`config.mk`:
```
export PLATFORM = sky130hd
export DESIGN_NAME = hermes_packet_tx
export DESIGN_NICKNAME = d
export VERILOG_FILES = /design/src/rtl/hermes_packet_tx.sv
export SDC_FILE = /design/constraint.sdc
export NUM_CORES = 1
export LEC_CHECK = 0
export ABC_AREA = 0
export CAP_MARGIN = 5
export CORE_ASPECT_RATIO = 0.9
export CORE_MARGIN = 1.5
export CORE_UTILIZATION = 48
export CTS_CLUSTER_SIZE = 30
export DETAILED_ROUTE_END_ITERATION = 12
export PLACE_DENSITY = 0.81
export SLEW_MARGIN = 5
export SYNTH_ARGS = -nofsm -noshare
export SYNTH_HDL_FRONTEND = slang
export SYNTH_SLANG_ARGS = --single-unit
```
`constraint.sdc`:
```
create_clock -name clock -period 2.32 [get_ports clock]
set_input_delay 0.464 -clock clock [delete_from_list [all_inputs] [get_ports clock]]
set_output_delay 0.464 -clock clock [all_outputs]
set_load 0.02 [all_outputs]
```
`src/rtl/hermes_packet_tx.sv`:
```
// Hermes NoC packet transmitter.
// Serialises a packet request into header, size and payload flits towards a
// router input port, using the router's credit signal for flow control.
module hermes_packet_tx #(
   parameter int unsigned FLIT_WIDTH = 16,
   parameter int unsigned SIZE_WIDTH = 16
) (
   input  logic                  clock,
   input  logic                  reset,
   input  logic                  req_valid,
   output logic                  req_ready,
   input  logic [FLIT_WIDTH-1:0] req_target,
   input  logic [SIZE_WIDTH-1:0] req_size,
   input  logic                  pl_valid,
   output logic                  pl_ready,
   input  logic [FLIT_WIDTH-1:0] pl_data,
   output logic                  tx_avail,
   output logic [FLIT_WIDTH-1:0] tx_data,
   input  logic                  tx_credit,
   output logic                  busy,
   output logic                  pkt_done
);

   typedef enum logic [1:0] {
      IDLE,
      HEADER,
      SIZE,
      PAYLOAD
   } state_t;

   state_t                state;
   logic [FLIT_WIDTH-1:0] target_q;
   logic [SIZE_WIDTH-1:0] size_q;
   logic [SIZE_WIDTH-1:0] load_cnt;
   logic                  tx_xfer;
   logic                  pl_fire;

   // Handshake decode; pl_ready looks at tx_credit so the output register
   // can be refilled on the same edge its current flit leaves.
   always_comb begin
      req_ready = (state == IDLE);
      tx_xfer   = tx_avail && tx_credit;
      pl_ready  = (state == PAYLOAD) && (load_cnt < size_q) && (!tx_avail || tx_credit);
      pl_fire   = pl_valid && pl_ready;
   end

   // Packet sequencer with registered flit output and status flags.
   always_ff @(posedge clock or negedge reset) begin
      if (!reset) begin
         state    <= IDLE;
         target_q <= '0;
         size_q   <= '0;
         load_cnt <= '0;
         tx_avail <= 1'b0;
         tx_data  <= '0;
         busy     <= 1'b0;
         pkt_done <= 1'b0;
      end else begin
         pkt_done <= 1'b0;
         case (state)
            IDLE: begin
               if (req_valid) begin
                  target_q <= req_target;
                  size_q   <= req_size;
                  tx_data  <= req_target;
                  tx_avail <= 1'b1;
                  busy     <= 1'b1;
                  state    <= HEADER;
               end
            end
            HEADER: begin
               if (tx_credit) begin
                  tx_data <= FLIT_WIDTH'(size_q);
                  state   <= SIZE;
               end else begin
                  tx_data <= target_q;
               end
            end
            SIZE: begin
               if (tx_credit) begin
                  tx_avail <= 1'b0;
                  load_cnt <= '0;
                  if (size_q == '0) begin
                     busy     <= 1'b0;
                     pkt_done <= 1'b1;
                     state    <= IDLE;
                  end else begin
                     state <= PAYLOAD;
                  end
               end
            end
            PAYLOAD: begin
               // The last flit can never coincide with a load: once
               // load_cnt reaches size_q, pl_ready is held low.
               if (pl_fire) begin
                  tx_data  <= pl_data;
                  tx_avail <= 1'b1;
                  load_cnt <= load_cnt + SIZE_WIDTH'(1);
               end else if (tx_xfer) begin
                  tx_avail <= 1'b0;
                  if (load_cnt == size_q) begin
                     busy     <= 1'b0;
                     pkt_done <= 1'b1;
                     state    <= IDLE;
                  end
               end
            end
            default: begin
               state    <= IDLE;
               tx_avail <= 1'b0;
               busy     <= 1'b0;
            end
         endcase
      end
   end

endmodule

```
# Yosys cells after proc, flatten, opt, wreduce, memory -nomap -nowiden

Cells that the tools add are included.
W data, S select, Z words.

Mux-type cells: 32
$lt $le $gt $ge: 1
Reduce and logical (&&, ||, !) cells: 17
Add/subtract/negate cells: 1
Equal/unequal tests: 13

Operator list:

| cell                    | number |
|---|---|
| $mux W16                | 5 |
| $pmux W16 S3            | 1 |
| $pmux W16 S2            | 1 |
| $add A16 B1 Y16 const B | 1 |
| $eq A16 B16 Y1          | 1 |
| $logic_not A16 Y1       | 1 |
| $lt A16 B16 Y1          | 1 |
| $mux W1                 | 14 |
| $mux W2                 | 7 |
| $ne A2 B2 Y1 const B    | 7 |
| $pmux W2 S4             | 1 |
| $reduce_and A7 Y1       | 1 |
| $pmux W1 S3             | 2 |
| $reduce_and A3 Y1       | 2 |
| $reduce_and A6 Y1       | 1 |
| $reduce_bool A3 Y1      | 2 |
| $eq A2 B2 Y1 const B    | 2 |
| $logic_and A1 B1 Y1     | 4 |
| $reduce_and A4 Y1       | 1 |
| $ne A3 B3 Y1 const B    | 1 |
| $eq A2 B1 Y1 const B    | 1 |
| $logic_not A2 Y1        | 1 |
| $ne A2 B1 Y1 const B    | 1 |
| $pmux W1 S2             | 1 |
| other kinds (4)         | 4 |

Bits of input ports: 53
Output and inout bits: 21
Word-level logic and storage cells: 72
Register bits after elaboration: 69

# Depth between registers and ports, before layout

Gate-level depths: netlist of run 1.

Depth in word-level cells: 6
Gate-level depth with buffers: 8
Mapped depth without buffers: 7

# Worst setup path after synthesis of run 1

No wires, ideal clock.

Path kind: reg-to-output
Start: reg load_cnt[11]
End: out pl_ready
Setup slack: -122 ps
Required time: 1,856 ps
Buffers on the path: 1
Arrival: 1,978 ps
Cell stages (with the launch flop): 7
Path through: dfrtp_1 -> ha_1 -> a21oi_1 -> o21ai_0 -> a211oi_1 -> and2_0 -> buf_2

Cells in the longest elaborated chain, start to end: 3

Ends and longest elaborated chain:

| item                              | line | text |
|---|---|---|
| start: declaration                | 34   | `logic [SIZE_WIDTH-1:0] load_cnt;` |
| start signal: assignment          | 98   | `load_cnt <= load_cnt + SIZE_WIDTH'(1);` |
| $lt A16 B16 Y1                    | 43   | `pl_ready = (state == PAYLOAD) && (load_cnt < size_q) && (!tx_avail \|\| tx_credit);` |
| $logic_and A1 B1 Y1 (2 in series) | 43   |  |
| end: declaration                  | 15   | `output logic pl_ready,` |

Every way passes these cells.

# Worst setup path after layout of run 1

Start: reg size_q[6]
End: out pl_ready

Cells in the longest elaborated chain, start to end: 3

Ends and longest elaborated chain:

| item                              | line | text |
|---|---|---|
| start: declaration                | 33   | `logic [SIZE_WIDTH-1:0] size_q;` |
| start signal: assignment          | 64   | `size_q <= req_size;` |
| $lt A16 B16 Y1                    | 43   |  |
| $logic_and A1 B1 Y1 (2 in series) | 43   |  |

Every way passes these cells.

==> flow_summary.html, run 1 <==
<table>
<tr><th>Metric</th><th>Value</th></tr>
<tr><th colspan="2">CTS</th></tr>
<tr><td>Clock latency on the worst-skew pair</td><td>0.36 ns</td></tr>
<tr><td>CTS buffer count</td><td>9</td></tr>
<tr><td>Worst-case clock buffer depth</td><td>2</td></tr>
<tr><td>CTS Sinks</td><td>69</td></tr>
<tr><td>Clock root buffer master</td><td>clkbuf_8</td></tr>
<tr><td>H-tree levels</td><td>3</td></tr>
<tr><td>Clock Pin Slew Worst Setup and Hold Paths</td><td>0.08 ns</td></tr>
<tr><td>Hold_buf cts</td><td>0</td></tr>
<tr><td>Clock tree from TritonCTS</td><td>done</td></tr>
<tr><th colspan="2">Logic synthesis</th></tr>
<tr><td>Gate Count Post-Synth</td><td>395</td></tr>
<tr><td>Synthesized flop and latch total</td><td>69</td></tr>
<tr><td>Sequential fraction of the synthesis area</td><td>42.86%</td></tr>
<tr><td>Top_reg_cell synth</td><td>dfrtp_1</td></tr>
<tr><td>Proportion of register bits with asynchronous set or reset after synthesis</td><td>100.0%</td></tr>
<tr><td>Count of synthesis-stage warnings from yosys</td><td>0</td></tr>
<tr><td>Leading area contributor after synthesis</td><td>dfrtp_1</td></tr>
<tr><td>Nets in the synthesized netlist</td><td>465</td></tr>
<tr><td>Number of enable flip-flop cells after synthesis</td><td>0</td></tr>
<tr><td>Count of distinct cell types in the synthesized netlist</td><td>43</td></tr>
<tr><td>Most frequent cell after synthesis</td><td>dfrtp_1</td></tr>
<tr><td>Top post-synthesis cells by count</td><td>dfrtp_1, nand2_1, mux2_2</td></tr>
<tr><td>Cell area after synthesis</td><td>0.004029 mm²</td></tr>
<tr><td>Dominant cells by area after synthesis</td><td>dfrtp_1, mux2_2, mux2i_1</td></tr>
<tr><td>Top cell type's share of synthesized area</td><td>42.86%</td></tr>
<tr><td>Post-Syn Area per Cell</td><td>10.20 µm²</td></tr>
<tr><th colspan="2">Routing</th></tr>
<tr><td>Routed Wire Length</td><td>10.93 mm</td></tr>
<tr><td>Total number of vias</td><td>3540</td></tr>
<tr><td>Remaining antenna violation count after routing</td><td>0</td></tr>
<tr><td>DRC violation count after routing</td><td>0</td></tr>
<tr><td>Count of TritonRoute iterations in the first routing pass</td><td>4</td></tr>
<tr><td>Post-DR vias/cell</td><td>5.566</td></tr>
<tr><td>Iteration-0 DRC Markers</td><td>211</td></tr>
<tr><td>Routed length per placed instance</td><td>17.18 µm</td></tr>
<tr><th colspan="2">Layout</th></tr>
<tr><td>Final core area utilization</td><td>70.52%</td></tr>
<tr><td>Fraction of final layout cells with drive strength greater than 1</td><td>31.47%</td></tr>
<tr><td>Total of fill cells in the finished design</td><td>581</td></tr>
<tr><td>Total inserted antenna cells</td><td>0</td></tr>
<tr><td># nets final</td><td>603</td></tr>
<tr><td>Post-synthesis to final-layout area growth</td><td>41.89%</td></tr>
<tr><td>Final Cell Area</td><td>0.005717 mm²</td></tr>
<tr><th colspan="2">Timing</th></tr>
<tr><td>Number of pins exceeding their max-slew limit in the final report</td><td>0</td></tr>
<tr><td>Final WS setup</td><td>-0.2317 ns</td></tr>
<tr><td>Transition at the pin with the smallest max-transition slack</td><td>0.6892 ns</td></tr>
<tr><td>Post-route clock skew</td><td>0.01083 ns</td></tr>
<tr><td>Final min period</td><td>2.552 ns</td></tr>
<tr><td>Setup Viol. Count Final</td><td>23</td></tr>
<tr><td>Remaining max-slew budget at the tightest pin</td><td>54.05%</td></tr>
<tr><td>Period utilization</td><td>110.0%</td></tr>
<tr><td>Unrepaired setup endpoints after global routing</td><td>true</td></tr>
<tr><td>Fmax</td><td>391.9 MHz</td></tr>
<tr><td>Count of endpoints failing hold in the final timing report</td><td>0</td></tr>
<tr><th colspan="2">Floorplan</th></tr>
<tr><td>Horizontal extent of the die</td><td>99.57 µm</td></tr>
<tr><td>Die H</td><td>89.92 µm</td></tr>
<tr><td>Number of top-level pins</td><td>74</td></tr>
<tr><td>Die Footprint</td><td>0.008953 mm²</td></tr>
<tr><td>Initial standard-cell utilization of the core</td><td>49.70%</td></tr>
<tr><td>Placement row count</td><td>31</td></tr>
<tr><td>Total core area</td><td>0.008107 mm²</td></tr>
<tr><th colspan="2">Worst setup path</th></tr>
<tr><td>Slowest CP cell</td><td>a211oi_2</td></tr>
<tr><td>Count of buffer and inverter cells on the critical path</td><td>2</td></tr>
<tr><td>Crit Reg-Reg Startpoint</td><td>size_q[6]</td></tr>
<tr><td>Largest delay contributor family on the critical path</td><td>compound AO/OA/AOI/OAI gates</td></tr>
<tr><td>Type of the worst setup path</td><td>reg -&gt; out</td></tr>
<tr><td>WP data required</td><td>1.86 ns</td></tr>
<tr><td>Reg-to-reg critical path endpoint</td><td>tx_data[7]</td></tr>
<tr><td>Worst setup SP type</td><td>flip-flop</td></tr>
<tr><td>Largest incremental delay on the critical path</td><td>0.38 ns</td></tr>
<tr><td>Cell breakdown of the critical path</td><td>inv_1 &gt; ha_4 &gt; nand4_1 &gt; a211oi_2 &gt; o31ai_4 &gt; and2_4 &gt; buf_6</td></tr>
<tr><td>Signal arrival time at the worst endpoint</td><td>2.09 ns</td></tr>
<tr><td>Register-to-register setup slack</td><td>-0.15 ns</td></tr>
<tr><td>Maximum fanout along the worst path</td><td>3</td></tr>
<tr><td>Worst reg2reg path depth</td><td>9</td></tr>
<tr><td>Setup crit end kind</td><td>output port</td></tr>
<tr><th colspan="2">Outcome</th></tr>
<tr><td>Result of the run</td><td>complete, but fails checks</td></tr>
<tr><td>Violations in the final reports</td><td>negative setup slack</td></tr>
<tr><th colspan="2">Place</th></tr>
<tr><td>Routability cong.</td><td>0.9683</td></tr>
<tr><td>I/O Buffers</td><td>73</td></tr>
<tr><td>Total half-perimeter wirelength after legalization and detailed placement</td><td>7.908 mm</td></tr>
<tr><td>Area after DPL</td><td>0.005316 mm²</td></tr>
<tr><td>Worst setup slack after placement</td><td>-0.3945 ns</td></tr>
<tr><th colspan="2">Global routing</th></tr>
<tr><td>Initial antenna violation count</td><td>0</td></tr>
<tr><td>Largest net degree at the start of global routing</td><td>34</td></tr>
<tr><td>Final global-route overflow total</td><td>0</td></tr>
<tr><td>Number of global-route vias before repair</td><td>3706</td></tr>
<tr><td>Overall track demand over capacity in global routing</td><td>25.41%</td></tr>
<tr><td>First-pass GRT wire length</td><td>17.89 mm</td></tr>
<tr><th colspan="2">Pwr</th></tr>
<tr><td>Total power after layout</td><td>3.218 mW</td></tr>
<tr><td>VDD IR-drop max</td><td>0.0002998 V</td></tr>
<tr><td>Leakage power of the design</td><td>2.796 nW</td></tr>
<tr><td>PwrDens</td><td>562.9 mW/mm²</td></tr>
<tr><th colspan="2">Min path</th></tr>
<tr><td>Class of the most critical hold timing path</td><td>in -&gt; async</td></tr>
<tr><th colspan="2">Run</th></tr>
<tr><td>Max-capacitance violation count</td><td>0</td></tr>
</table>
[how the worst max path moves through the flow]
stage,startpoint,cells after the start,end,slack [ns]
after CTS,load_cnt[5],6,pl_ready,-0.18
after global placement,tx_credit,6,pl_ready,-0.39
after global routing,size_q[4],7,pl_ready,-0.33
after floorplan,load_cnt[11],7,tx_data[0],-0.0003
after detailed placement,tx_credit,6,pl_ready,-0.39
final,size_q[6],7,pl_ready,-0.23
[layer usage]
metal  share of wire (%)  vias up  wire length (µm)  GRT usage (%)
met2                  50      114              5510          42.92
met3                 5.0       27               541          5.054
met5                   0        -                 0              0
li1                    -     1679                 -              -
met1                  42     1720              4624          32.00
met4                 2.3        0               249          9.859
[stage by stage]
step / instances / setup TNS (ns) / hold WS, ns
6_report: 636 / -2.413 / 0.1436
3_3_place_gp: 613 / -4.245 / 0.4881
3_5_place_dp: 613 / -5.225 / 0.4921
4_1_cts: 632 / -1.306 / 0.1517
2_1_floorplan: 395 / -0.003129 / 0.1684
5_1_grt: 636 / -6.059 / 0.1919
[cell type report]
class | instances | area (µm²) | area share, %
multi-input combinational | 284 | 2257 | 39.48
inverter | 21 | 78.83 | 1.379
clock buffer | 9 | 123.9 | 2.167
sequential | 69 | 1727 | 30.20
timing repair buffer | 148 | 1318 | 23.05
clock inverter | 6 | 88.84 | 1.554
tap | 99 | 123.9 | 2.167
[report_power, final]
group | internal (mW) | total [mW] | switching, mW
registers | 1.30 | 1.36 | 0.0646
logic | 0.430 | 0.783 | 0.353
clock network | 0.598 | 1.07 | 0.476
[cell usage in the layout, fill, tap and decap left out, types with 5 or more instances in the layout]
master / Yosys / layout
mux2_4: 10 / 10
nand4_1: 5 / 5
and3_1: 7 / 7
nand2b_1: 9 / 9
mux2_2: 39 / 39
ha_4: 0 / 5
nand2_1: 59 / 56
clkdlybuf4s50_1: 0 / 70
nor2_1: 15 / 15
ha_1: 17 / 12
mux2i_1: 27 / 27
o21ai_0: 35 / 33
dfrtp_1: 69 / 69
a21oi_1: 9 / 8
nand3_1: 7 / 7
clkbuf_8: 0 / 9
buf_4: 1 / 72
inv_1: 21 / 18
and4_1: 5 / 5
[repair_timing]
| action | 4_1_cts | 5_1_grt |
|---|---|---|
| pin swaps | 7 | 6 |
| buffers inserted | 4 | 4 |
| setup endpoints to repair | 29 | 31 |
| gates resized for setup | 22 | 10 |
| cloned | 0 | 0 |
[logic make-up after synthesis]
| logic type | Yosys count | share of synthesized area (%) |
|---|---|---|
| AO/OA/AOI/OAI | 68 | 11.06 |
| adder cells (fa/ha/maj) | 17 | 5.279 |
| buffers and inverters | 42 | 4.317 |
| flip-flops | 69 | 42.86 |
| multiplexers | 76 | 21.34 |
| AND/OR/NAND/NOR | 123 | 15.15 |
[registers in the layout (all words and copies together), names as in the netlist]
| register | count |
|---|---|
| target_q | 16 |
| tx_data | 16 |
| pkt_done | 1 |
| load_cnt | 16 |
| state | 2 |
| size_q | 16 |
| busy | 1 |
| tx_avail | 1 |
(Power assumes the default switching activity.)
==> run 2, diff against run 1 <==
- CAP_MARGIN: 5 -> 20
- CORE_MARGIN: 1.5 -> default
==> run 2 against run 1 <==
The run still ends with negative setup slack left. First-iteration DRC count decreased by 12%. Sequential share of layout area down 0.52 points. Global-route usage grew 1.7 points. Critical path depth is 1 lower. Non-clock buffer count is 3 higher. Wire length grew 4.9%. Maximum frequency is 2.3% higher. Cell area grew 1.8%.
==> flow_summary.html, run 2 (synthesized netlist as in run 1, its figures left out) <==
<table>
<tr><th>Metric</th><th>Value</th></tr>
<tr><th colspan="2">Outcome</th></tr>
<tr><td>Result of the run</td><td>complete, but fails checks</td></tr>
<tr><td>Violations in the final reports</td><td>negative setup slack</td></tr>
<tr><th colspan="2">Worst setup path</th></tr>
<tr><td>Reg-to-reg critical path endpoint</td><td>tx_data[10]</td></tr>
<tr><td>WP data required</td><td>1.86 ns (about the same)</td></tr>
<tr><td>Slowest CP cell</td><td>dfrtp_1</td></tr>
<tr><td>Origin of the worst setup path</td><td>load_cnt[7]</td></tr>
<tr><td>Worst reg2reg path depth</td><td>8 (-1)</td></tr>
<tr><td>Register-to-register setup slack</td><td>-0.10 ns (+0.05 ns)</td></tr>
<tr><td>Type of the worst setup path</td><td>reg -&gt; out</td></tr>
<tr><td>Worst setup path endpoint</td><td>pl_ready</td></tr>
<tr><td>Worst setup SP type</td><td>flip-flop</td></tr>
<tr><td>Setup crit end kind</td><td>output port</td></tr>
<tr><td>Maximum fanout along the worst path</td><td>3 (unchanged)</td></tr>
<tr><td>Largest incremental delay on the critical path</td><td>0.42 ns (+0.04 ns)</td></tr>
<tr><td>Cell breakdown of the critical path</td><td>ha_4 &gt; nand4_1 &gt; a211oi_2 &gt; o31ai_4 &gt; and2_4 &gt; buf_6</td></tr>
<tr><td>Signal arrival time at the worst endpoint</td><td>2.03 ns (-0.06 ns)</td></tr>
<tr><td>Crit Reg-Reg Startpoint</td><td>load_cnt[7]</td></tr>
<tr><th colspan="2">Routing</th></tr>
<tr><td>Count of TritonRoute iterations in the first routing pass</td><td>4 (unchanged)</td></tr>
<tr><td>Total number of vias</td><td>3655 (+3.2%)</td></tr>
<tr><td>Remaining antenna violation count after routing</td><td>0 (unchanged)</td></tr>
<tr><td>Iteration-0 DRC Markers</td><td>185 (-12%)</td></tr>
<tr><td>Routed length per placed instance</td><td>17.91 µm (+4.3%)</td></tr>
<tr><td>Routed Wire Length</td><td>11.46 mm (+4.9%)</td></tr>
<tr><td>DRC violation count after routing</td><td>0 (unchanged)</td></tr>
<tr><td>Post-DR vias/cell</td><td>5.711 (+2.6%)</td></tr>
<tr><th colspan="2">Floorplan</th></tr>
<tr><td>Total core area</td><td>0.008107 mm² (unchanged)</td></tr>
<tr><td>Horizontal extent of the die</td><td>98.57 µm (-1.0%)</td></tr>
<tr><td>Initial standard-cell utilization of the core</td><td>49.70% (unchanged)</td></tr>
<tr><td>Die Footprint</td><td>0.008764 mm² (-2.1%)</td></tr>
<tr><td>Die H</td><td>88.92 µm (-1.1%)</td></tr>
<tr><td>Number of top-level pins</td><td>74 (unchanged)</td></tr>
<tr><td>Placement row count</td><td>31 (unchanged)</td></tr>
<tr><th colspan="2">CTS</th></tr>
<tr><td>H-tree levels</td><td>3 (unchanged)</td></tr>
<tr><td>CTS Sinks</td><td>69 (unchanged)</td></tr>
<tr><td>Clock tree from TritonCTS</td><td>done</td></tr>
<tr><td>Clock root buffer master</td><td>clkbuf_8</td></tr>
<tr><td>Clock latency on the worst-skew pair</td><td>0.35 ns (about the same)</td></tr>
<tr><td>Hold_buf cts</td><td>0 (unchanged)</td></tr>
<tr><td>CTS buffer count</td><td>9 (unchanged)</td></tr>
<tr><td>Clock Pin Slew Worst Setup and Hold Paths</td><td>0.08 ns (about the same)</td></tr>
<tr><td>Worst-case clock buffer depth</td><td>2 (unchanged)</td></tr>
<tr><th colspan="2">Min path</th></tr>
<tr><td>Class of the most critical hold timing path</td><td>in -&gt; async</td></tr>
<tr><th colspan="2">Pwr</th></tr>
<tr><td>Leakage power of the design</td><td>2.789 nW (-0.25%)</td></tr>
<tr><td>Total power after layout</td><td>3.188 mW (-0.92%)</td></tr>
<tr><td>PwrDens</td><td>548.1 mW/mm² (-2.6%)</td></tr>
<tr><td>VDD IR-drop max</td><td>0.0003444 V (+15%)</td></tr>
<tr><th colspan="2">Timing</th></tr>
<tr><td>Remaining max-slew budget at the tightest pin</td><td>51.98% (-2.1 points)</td></tr>
<tr><td>Post-route clock skew</td><td>0.008470 ns (-0.002362 ns)</td></tr>
<tr><td>Count of endpoints failing hold in the final timing report</td><td>0 (unchanged)</td></tr>
<tr><td>Period utilization</td><td>107.5% (-2.5 points)</td></tr>
<tr><td>Fmax</td><td>400.9 MHz (+2.3%)</td></tr>
<tr><td>Setup Viol. Count Final</td><td>17 (-26%)</td></tr>
<tr><td>Worst hold margin</td><td>0.1675 ns (+0.02392 ns)</td></tr>
<tr><td>Unrepaired setup endpoints after global routing</td><td>true</td></tr>
<tr><td>Number of pins exceeding their max-slew limit in the final report</td><td>0 (unchanged)</td></tr>
<tr><td>Transition at the pin with the smallest max-transition slack</td><td>0.7203 ns (+0.03115 ns)</td></tr>
<tr><td>Final min period</td><td>2.495 ns (-0.05717 ns)</td></tr>
<tr><td>Final WS setup</td><td>-0.1745 ns (+0.05717 ns)</td></tr>
<tr><th colspan="2">Layout</th></tr>
<tr><td>Fraction of final layout cells with drive strength greater than 1</td><td>34.38% (+2.9 points)</td></tr>
<tr><td>Most common library cell in the layout ignoring fill and taps</td><td>buf_4</td></tr>
<tr><td>Most frequent cells in the layout</td><td>buf_4, clkdlybuf4s50_1, dfrtp_1</td></tr>
<tr><td># nets final</td><td>606 (+0.50%)</td></tr>
<tr><td>Final Cell Area</td><td>0.005817 mm² (+1.8%)</td></tr>
<tr><td>Post-synthesis to final-layout area growth</td><td>44.38%</td></tr>
<tr><td>Total inserted antenna cells</td><td>0 (unchanged)</td></tr>
<tr><th colspan="2">Run</th></tr>
<tr><td>Max-capacitance violation count</td><td>0 (unchanged)</td></tr>
<tr><th colspan="2">Global routing</th></tr>
<tr><td>Initial antenna violation count</td><td>0 (unchanged)</td></tr>
<tr><td>Largest net degree at the start of global routing</td><td>49 (+44%)</td></tr>
<tr><td>Final global-route overflow total</td><td>0 (unchanged)</td></tr>
<tr><td>Overall track demand over capacity in global routing</td><td>27.07% (+1.7 points)</td></tr>
<tr><td>First-pass GRT wire length</td><td>18.23 mm (+1.9%)</td></tr>
<tr><td>Number of global-route vias before repair</td><td>3815 (+2.9%)</td></tr>
<tr><th colspan="2">Place</th></tr>
<tr><td>Routability cong.</td><td>0.8986 (-7.2%)</td></tr>
<tr><td>Total half-perimeter wirelength after legalization and detailed placement</td><td>7.792 mm (-1.5%)</td></tr>
<tr><td>Worst setup slack after placement</td><td>-0.3275 ns (+0.06701 ns)</td></tr>
<tr><td>Area after DPL</td><td>0.005284 mm² (-0.61%)</td></tr>
<tr><td>I/O Buffers</td><td>73 (unchanged)</td></tr>
</table>
run 2: changes by cell type in the layout (fill, tap and decap cells not counted), sizes merged:
cell	previous run	this run
buf	77	80
clkbuf	9	11
clkinvlp	2	0
bufinv	2	1
clkdlybuf4s50	70	71
clkinv	2	3
dlygate4sd2	1	0
inv	21	22
run 2: critical path: cells and delay by family, from the launching register on:
family / cells / cell delay [ns]
simple gates: 2 / 0.37
buf+inv: 1 / 0.12
compound gates: 2 / 0.47
fa+ha+maj: 1 / 0.30
flops: 1 / 0.42
run 2: timing repair:
item,CTS,global route
resized for setup,27,19
buffers inserted,11,9
pin swaps,10,12
setup endpoints to repair,31,35
run 2: worst min path at each step:
stage	start	to	slack [ns]	cells past startpoint
global placement	target_q[3]	target_q[3]	0.49	1
finish	reset	tx_data[6]	0.17	1
CTS	reset	tx_data[4]	0.19	1
floorplan	reset	busy	0.17	0
global route	reset	tx_data[6]	0.21	1
detailed placement	tx_data[6]	tx_data[6]	0.49	1
run 2: area by class of cell:
| cell class | count | area (µm²) |
|---|---|---|
| tap | 99 | 123.9 |
| inverter | 21 | 78.83 |
| sequential | 69 | 1727 |
| clock inverter | 5 | 57.56 |
| clock buffer | 11 | 151.4 |
| fill | 568 | 2290 |
| multi-input combinational | 284 | 2328 |
| timing repair buffer | 151 | 1350 |
run 2: metal layers:
metal	global-route usage (%)	share of wire [%]
met5	0	0
met4	12.21	3.5
met3	4.769	4.3
met2	50.45	52
met1	31.03	40
run 2: stage by stage:
step	utilization (%)	instances	setup TNS, ns
2_1_floorplan	-	395	-0.003129
3_3_place_gp	65.18	607	-3.567
3_5_place_dp	65.18	607	-5.033
4_1_cts	70.06	634	-0.6280
5_1_grt	71.75	640	-2.131
6_report	71.75	640	-1.242
run 2: where the power goes:
| group | switching (mW) | leakage, nW | internal (mW) |
|---|---|---|---|
| clock | 0.482 | 0.110 | 0.557 |
| sequential | 0.0616 | 0.827 | 1.30 |
| combinational | 0.354 | 1.85 | 0.437 |
